File: src/rtl/change_dispenser.sv
// Change dispenser: releases one bottle per vend request and pays out Rs5
// coins from the hopper, with a one-deep request queue, sensor timeouts and
// a sticky fault state.
module change_dispenser #(
    parameter int unsigned PULSE_W = 4,
    parameter int unsigned TIMEOUT = 1000
) (
    input  logic       clk,
    input  logic       rst,
    input  logic       vend,
    input  logic [1:0] change,
    input  logic       item_done,
    input  logic       coin_done,
    output logic       item_motor,
    output logic       coin_eject,
    output logic       busy,
    output logic       overflow,
    output logic       fault
);

    typedef enum logic [2:0] {
        IDLE       = 3'd0,
        ITEM       = 3'd1,
        COIN_PULSE = 3'd2,
        COIN_WAIT  = 3'd3,
        FAULT      = 3'd4
    } state_t;

    state_t      state, nxt_state;
    logic [1:0]  coins, nxt_coins;
    logic [7:0]  pcnt, nxt_pcnt;
    logic [15:0] tcnt, nxt_tcnt;
    logic        pvld, nxt_pvld;
    logic        pvend, nxt_pvend;
    logic [1:0]  pcoins, nxt_pcoins;
    logic        nxt_ovf;

    logic [1:0]  req_coins;
    logic        req;
    logic        take_new;
    logic        launch;
    logic        l_vend;
    logic [1:0]  l_coins;

    // Decode the incoming request; change=11 contributes no coins
    always_comb begin
        req_coins = 2'd0;
        if (change == 2'b01) req_coins = 2'd1;
        if (change == 2'b10) req_coins = 2'd2;
        req = vend | (req_coins != 2'd0);
    end

    // Next-state, counter and queue logic
    always_comb begin
        nxt_state  = state;
        nxt_coins  = coins;
        nxt_pcnt   = pcnt;
        nxt_tcnt   = tcnt;
        nxt_pvld   = pvld;
        nxt_pvend  = pvend;
        nxt_pcoins = pcoins;
        nxt_ovf    = overflow;
        take_new   = 1'b0;
        launch     = 1'b0;
        l_vend     = vend;
        l_coins    = req_coins;

        case (state)
            IDLE: begin
                // A queued request always goes ahead of a fresh one
                if (pvld) begin
                    launch   = 1'b1;
                    l_vend   = pvend;
                    l_coins  = pcoins;
                    nxt_pvld = 1'b0;
                end else if (req) begin
                    launch   = 1'b1;
                    take_new = 1'b1;
                end
            end
            ITEM: begin
                if (item_done) begin
                    if (coins != 2'd0) begin
                        nxt_state = COIN_PULSE;
                        nxt_pcnt  = 8'd0;
                    end else begin
                        nxt_state = IDLE;
                    end
                end else if (tcnt == 16'(TIMEOUT - 1)) begin
                    nxt_state = FAULT;
                end else begin
                    nxt_tcnt = tcnt + 16'd1;
                end
            end
            COIN_PULSE: begin
                if (pcnt == 8'(PULSE_W - 1)) begin
                    nxt_state = COIN_WAIT;
                    nxt_tcnt  = 16'd0;
                end else begin
                    nxt_pcnt = pcnt + 8'd1;
                end
            end
            COIN_WAIT: begin
                if (coin_done) begin
                    nxt_coins = coins - 2'd1;
                    if (coins == 2'd1) begin
                        nxt_state = IDLE;
                    end else begin
                        nxt_state = COIN_PULSE;
                        nxt_pcnt  = 8'd0;
                    end
                end else if (tcnt == 16'(TIMEOUT - 1)) begin
                    nxt_state = FAULT;
                end else begin
                    nxt_tcnt = tcnt + 16'd1;
                end
            end
            default: begin
                nxt_state = FAULT;
            end
        endcase

        if (launch) begin
            nxt_coins = l_coins;
            if (l_vend) begin
                nxt_state = ITEM;
                nxt_tcnt  = 16'd0;
            end else begin
                nxt_state = COIN_PULSE;
                nxt_pcnt  = 8'd0;
            end
        end

        // Requests not started directly go to the one-deep queue or are dropped
        if (req && !take_new && state != FAULT && nxt_state != FAULT) begin
            if (!nxt_pvld) begin
                nxt_pvld   = 1'b1;
                nxt_pvend  = vend;
                nxt_pcoins = req_coins;
            end else begin
                nxt_ovf = 1'b1;
            end
        end

        if (nxt_state == FAULT) nxt_pvld = 1'b0;
    end

    // State, counters and Moore outputs registered from the next state
    always_ff @(posedge clk or negedge rst) begin
        if (!rst) begin
            state      <= IDLE;
            coins      <= 2'd0;
            pcnt       <= 8'd0;
            tcnt       <= 16'd0;
            pvld       <= 1'b0;
            pvend      <= 1'b0;
            pcoins     <= 2'd0;
            item_motor <= 1'b0;
            coin_eject <= 1'b0;
            busy       <= 1'b0;
            overflow   <= 1'b0;
            fault      <= 1'b0;
        end else begin
            state      <= nxt_state;
            coins      <= nxt_coins;
            pcnt       <= nxt_pcnt;
            tcnt       <= nxt_tcnt;
            pvld       <= nxt_pvld;
            pvend      <= nxt_pvend;
            pcoins     <= nxt_pcoins;
            item_motor <= (nxt_state == ITEM);
            coin_eject <= (nxt_state == COIN_PULSE);
            busy       <= (nxt_state != IDLE) | nxt_pvld;
            overflow   <= nxt_ovf;
            fault      <= (nxt_state == FAULT);
        end
    end

endmodule

File: config.mk
export PLATFORM = sky130hd
export DESIGN_NAME = change_dispenser
export DESIGN_NICKNAME = d
export VERILOG_FILES = /design/src/rtl/change_dispenser.sv
export SDC_FILE = /design/constraint.sdc
export NUM_CORES = 1
export LEC_CHECK = 0
export CORE_MARGIN = 2
export CORE_UTILIZATION = 25
export CTS_CLUSTER_DIAMETER = 120
export DETAILED_ROUTE_END_ITERATION = 16
export GPL_TIMING_DRIVEN = 1
export PLACE_DENSITY = 0.37
export REMOVE_ABC_BUFFERS = 1
export SYNTH_ARGS = -nofsm -noshare
export SYNTH_HDL_FRONTEND = slang
export SYNTH_SLANG_ARGS = --single-unit
File: constraint.sdc
create_clock -name clk -period 2.91 [get_ports clk]
set_input_delay 0.582 -clock clk [delete_from_list [all_inputs] [get_ports clk]]
set_output_delay 0.582 -clock clk [all_outputs]
set_load 0.02 [all_outputs]
* Yosys cells after proc, flatten, opt, wreduce, memory -nomap -nowiden *
Cells that the tools add are included.

word-level totals
  logic and storage cells = 85
  bits of input ports = 7
  output and inout port bits = 5
  register bits = 38

operators by class
  equality and inequality tests = 13
  reductions and logical operators = 13
  multiplexer cells = 41
  bitwise logic cells = 3
  add/sub/neg operators = 3

operator list
  kind                                                                count
  16-bit 2-to-1 mux                                                   6
  8-bit 2-to-1 mux                                                    7
  16-bit one-hot mux with 3 select lines                              1
  8-bit one-hot mux with 3 select lines                               1
  2-bit 2-to-1 mux                                                    9
  16-bit by 1-bit adder with 16-bit output (second input constant)    1
  16-bit by 10-bit == test with 1-bit output (second input constant)  1
  3-bit 2-to-1 mux                                                    5
  3-bit one-hot mux with 4 select lines                               1
  1-bit 2-to-1 mux                                                    11
  3-bit by 2-bit == test with 1-bit output (second input constant)    3
  8-bit by 1-bit adder with 8-bit output (second input constant)      1
  8-bit by 2-bit == test with 1-bit output (second input constant)    1
  2-bit nonzero test                                                  4
  3-bit by 1-bit == test with 1-bit output (second input constant)    2
  3-bit != test (second input constant)                               2
  2-bit AND reduction                                                 3
  2-bit by 1-bit == test with 1-bit output (second input constant)    2
  3-bit == test (second input constant)                               1
  1-bit logical AND                                                   3
  3-bit zero test                                                     1
  3-bit nonzero test                                                  1
  2-bit == test (second input constant)                               1
  1-bit OR                                                            2
  3 further kinds                                                     3

* Logic depth before layout (Yosys ltp) *
  depth in word-level cells = 15
  gate-level depth with buffers = 8
  depth with buffers taken out = 8

* Least setup slack after synthesis *
No wires, ideal clock.

  path kind = input to register
  start point = input change[0]
  end point = register busy
  required time = 2.772 ns
  cell stages on the path = 7
  library setup time = 0.138 ns
  buffers on the path = 0
  setup slack = 0.788 ns
  arrival = 1.983 ns
  path through = inv_1 -> ha_1 -> nor3_1 -> a21oi_1 -> nor2_1 -> a311o_1 -> or4b_1

on the way
  elaborated cells on any way between the ends = 22
  those cells by class = 4 x eq/ne; 10 x mux; 2 x bitwise; 6 x reduce/logical

RTL lines
  element                                   line  source
  start, declared                           11    input logic [1:0] change,
  2-bit by 1-bit == test with 1-bit output  48    if (change == 2'b01) req_coins = 2'd1;
  1-bit 2-to-1 mux                          48
  2-bit 2-to-1 mux *                        49    if (change == 2'b10) req_coins = 2'd2;
  2-bit nonzero test *                      50    req = vend | (req_coins != 2'd0);
  1-bit OR *                                50
  1-bit 2-to-1 mux *                        76    end else if (req) begin
  1-bit 2-to-1 mux *                        71    if (pvld) begin
  1-bit 2-to-1 mux *                        68    case (state)
  3-bit 2-to-1 mux *                        123   if (launch) begin
  net nxt_state[1]                          29    state_t state, nxt_state;
  3-bit != test                             135   if (req && !take_new && state != FAULT && nxt_state != FAULT) begin
  1-bit logical AND                         135
  1-bit 2-to-1 mux                          135
  1-bit 2-to-1 mux                          145   if (nxt_state == FAULT) nxt_pvld = 1'b0;
  1-bit OR *                                173   busy <= (nxt_state != IDLE) | nxt_pvld;
  end signal, assigned                      173
  end, declared                             16    output logic busy,

The timed path passes the listed nets; every way through them passes the cells marked *.
A chain may end at the register's enable or synchronous reset.

* Final worst setup path *
  start point = input item_done
  end point = register busy

on the way
  longest elaborated chain between the ends = 8
  elaborated cells on any way between the ends = 10
  those cells by class = 2 x eq/ne; 5 x mux; 1 x bitwise; 2 x reduce/logical

ends and longest elaborated chain
  element                                  line  source
  start, declared                          12    input logic item_done,
  3-bit 2-to-1 mux *                       82    if (item_done) begin
  3-bit one-hot mux with 4 select lines *  68
  3-bit 2-to-1 mux *                       123
  net nxt_state[1]                         29
  3-bit != test                            135
  1-bit logical AND                        135
  1-bit 2-to-1 mux                         135
  1-bit 2-to-1 mux                         145
  1-bit OR *                               173

Marked as above.

==> flow_summary_export.csv <==
group,metric,value,unit
critical_path,crit_arrival,2.57,ns
sta,finalCritPeriodShare,82.7,%
cells_and_area,drive_gt1_share,9.33,%
route,dr_wl_met3,185,µm
sta,rsz0062_at_grt,"false",
sta,finalSetupViolCount,0,
route,drc,0,
clocking,ctsResizeCount,0,
global_routing,grt_start_max_net_pins,39,
synth,ys.warnings.count,0,
synth,avgSynthCellArea,8.97,µm²
critical_path,timing.rr.start,"tcnt[0]$_DFF_PN0_",
route,highest_layer,"met4",
route,wl_per_cell,16.2,µm
synth,ys_seq_area_share,41.9,%
placed_design,dp_cells,369,
clocking,post_cts_buffers,0,
die,std_cell_rows,34,
synth,syn_area,0.00227,mm²
clocking,cts_tree,"done",
route,viasPerCell,5.18,
critical_path,path_delay_family,"simple AND/OR/NAND/NOR gates",
hold_path,min_path_type,"in -> async",
clocking,ctsHoldBuffers,0,
critical_path,worstSetupEndpoint,"busy$_DFF_PN0_",
die,dieWidth,99.3,µm
clocking,clk_latency,0.28,ns
critical_path,cp.depth,6,
sta,finClkSkew,0.00764,ns
die,coreArea,0.00876,mm²
cells_and_area,num_antenna_cells,0,
cells_and_area,final_cell_area,0.00258,mm²
synth,syn_inst,253,
sta,relSlewSlack,37.6,%
global_routing,grt_pass1_wl,10200,µm
synth,synth_edf_count,0,
route,first_pass_iters,4,
global_routing,grt_overflow_total,0,
critical_path,reg2reg_slack,0.65,ns
critical_path,crit_path_max_incr_delay,0.53,ns
critical_path,crit_buf_inv,1,
sta,drv_slew,0,
synth,yosysUniqueCellTypes,56,
cells_and_area,nets,281,
run_status,status,"finished clean",
synth,synth_seq_cells,38,
cells_and_area,area_delta_synth_final,14.0,%
clocking,htree_num_levels,2,
global_routing,grt_antenna_before_repair,0,
critical_path,cp-start-kind,"input pin",
critical_path,worstRegToRegCells,5,
critical_path,cp.required,3.07,ns
critical_path,cp-startpoint,"item_done",
sta,worstMarginPinSlew,0.936,ns
die,io_pins,12,
placed_design,port_buffers,11,
power,finalPower,2.05,mW
power,leakage,1.05,nW
cells_and_area,seqCellArea,951,µm²
sta,tns,0,ns
sta,finalWorstSetupSlack,0.503,ns
synth,async_flop_share,100,%
placed_design,hpwlAfterDp,4260,µm
clocking,clock_path_buffers,2,
route,drt-total-wl,6100,µm
global_routing,grt_usage,13.1,%
critical_path,timing.rr.end,"busy$_DFF_PN0_",
placed_design,dp_slack,0.169,ns
placed_design,place_area,0.00251,mm²
sta,fin_crit,2.41,ns
flow_run,drv_cap,0,
critical_path,cp_slowest_cell,"or4b_1",
clocking,root_buffer,"clkbuf_8",
clocking,clock_sinks,38,
route,wl_met2,2850,µm
sta,fmax,415,MHz
cells_and_area,final_util,29.5,%
die,die_h,99.3,µm
global_routing,grt_pass1_vias,1964,
route,via_count,1947,
clocking,numCtsBuffers,5,
die,dieArea,0.00985,mm²
power,power.density,792,mW/mm²
sta,hold-worst-slack,0.424,ns
placed_design,place_congestion,0.693,
clocking,path_clk_slew,0.08,ns
critical_path,crit_fanout,7,
route,m1WireLength,3030,µm
die,initial_utilization,25.9,%
critical_path,worstSetupPathType,"in -> reg",
power,peakVddDrop,0.222,mV
cells_and_area,fillers,940,
synth,synthFlopType,"dfrtp_1",
critical_path,crit_chain,"clkdlybuf4s50_1, or4bb_1, nor2_1, a21o_1, a311o_1, or4b_1",
cells_and_area,multiInputGateArea,0.00123,mm²
critical_path,setup.worst_path.end_class,"register",
route,first_iter_violations,76,
route,detail-route-antenna-nets,0,
cells_and_area,fin_cells,376,
sta,hold_violations,0,
-- worst register-to-register path: stages (launching register included) --
cell,delay (ns)
dfrtp_1,0.42
ha_1,0.26
and4bb_2,0.26
nand4_2,0.21
a311o_1,0.47
or4b_1,0.53
-- flip-flops by register name, indices dropped and copies added, names as in the netlist --
name	flops
coins	2
pcoins	2
pvld	1
busy	1
tcnt	16
overflow	1
item_motor	1
fault	1
pcnt	8
coin_eject	1
pvend	1
state	3
-- cells in the final DEF (no fill, tap or decap), types with 2 or more instances in the layout --
cell type,n
dfrtp_1,38
nor4_1,2
nand2b_1,2
or3_1,5
a31oi_1,6
inv_1,12
buf_4,5
a21oi_1,19
clkdlybuf4s50_1,10
o21ai_0,17
nor2b_1,6
a41oi_1,3
nor3_1,6
a311oi_1,8
mux2_2,3
nor3b_1,2
nand3_1,17
a31o_2,3
clkbuf_1,2
clkbuf_8,5
ha_1,6
nand3b_1,3
nand4_1,4
nand2_1,17
o221ai_1,2
and3_1,6
nor2_1,28
-- cell usage after synthesis, types with 5 or more instances --
| library cell | instances | share of area [%] |
|---|---|---|
| dfrtp_1 | 38 | 42 |
| nor2_1 | 28 | 4.6 |
| a21oi_1 | 19 | 4.2 |
| nand2_1 | 17 | 2.8 |
| nand3_1 | 17 | 3.8 |
| o21ai_0 | 17 | 3.8 |
| inv_1 | 12 | 2.0 |
| a311oi_1 | 8 | 3.1 |
| a31oi_1 | 6 | 1.7 |
| and3_1 | 6 | 1.7 |
| ha_1 | 6 | 3.3 |
| nor2b_1 | 6 | 1.7 |
| nor3_1 | 6 | 1.3 |
| or3_1 | 5 | 1.4 |
-- routing by layer --
metal | track usage, % | vias up
li1 | - | 974
met1 | 17.7 | 943
met2 | 21.4 | 28
met3 | 2.81 | 2
met4 | 3.16 | 0
met5 | 0 | -
-- area by class of cell --
class / count / area share [%]
Multi-Input combinational cell: 195 / 47.8
Clock buffer: 7 / 2.95
Timing Repair Buffer: 16 / 5.52
Sequential cell: 38 / 36.8
Tap cell: 108 / 5.23
Inverter: 12 / 1.74
-- cells by family after synthesis --
kind of cell / after synthesis / synth area share, %
flip-flops: 38 / 41.9
AO/OA/AOI/OAI: 72 / 21.4
buffers and inverters: 20 / 3.64
AND/OR/NAND/NOR: 112 / 27.4
multiplexers: 4 / 1.93
XOR/XNOR: 1 / 0.386
adder cells (fa/ha/maj): 6 / 3.31
-- how the worst min path moves through the flow --
stage	slack, ns	start	endpoint	depth (start not counted)
2_1_floorplan	0.29	rst	busy$_DFF_PN0_	0
3_3_place_gp	0.47	overflow$_DFFE_PN0P_	overflow$_DFFE_PN0P_	1
3_5_place_dp	0.46	overflow$_DFFE_PN0P_	overflow$_DFFE_PN0P_	1
4_1_cts	0.46	rst	tcnt[9]$_DFF_PN0_	1
5_1_grt	0.50	overflow$_DFFE_PN0P_	overflow$_DFFE_PN0P_	1
6_report	0.42	rst	tcnt[9]$_DFF_PN0_	1
-- power breakdown --
part	switching, mW	internal [mW]	leakage (nW)
sequential	0.120	0.627	0.496
combinational	0.592	0.359	0.511
clock	0.184	0.165	0.0383
No activity file was read; power rests on OpenSTA's default activity.
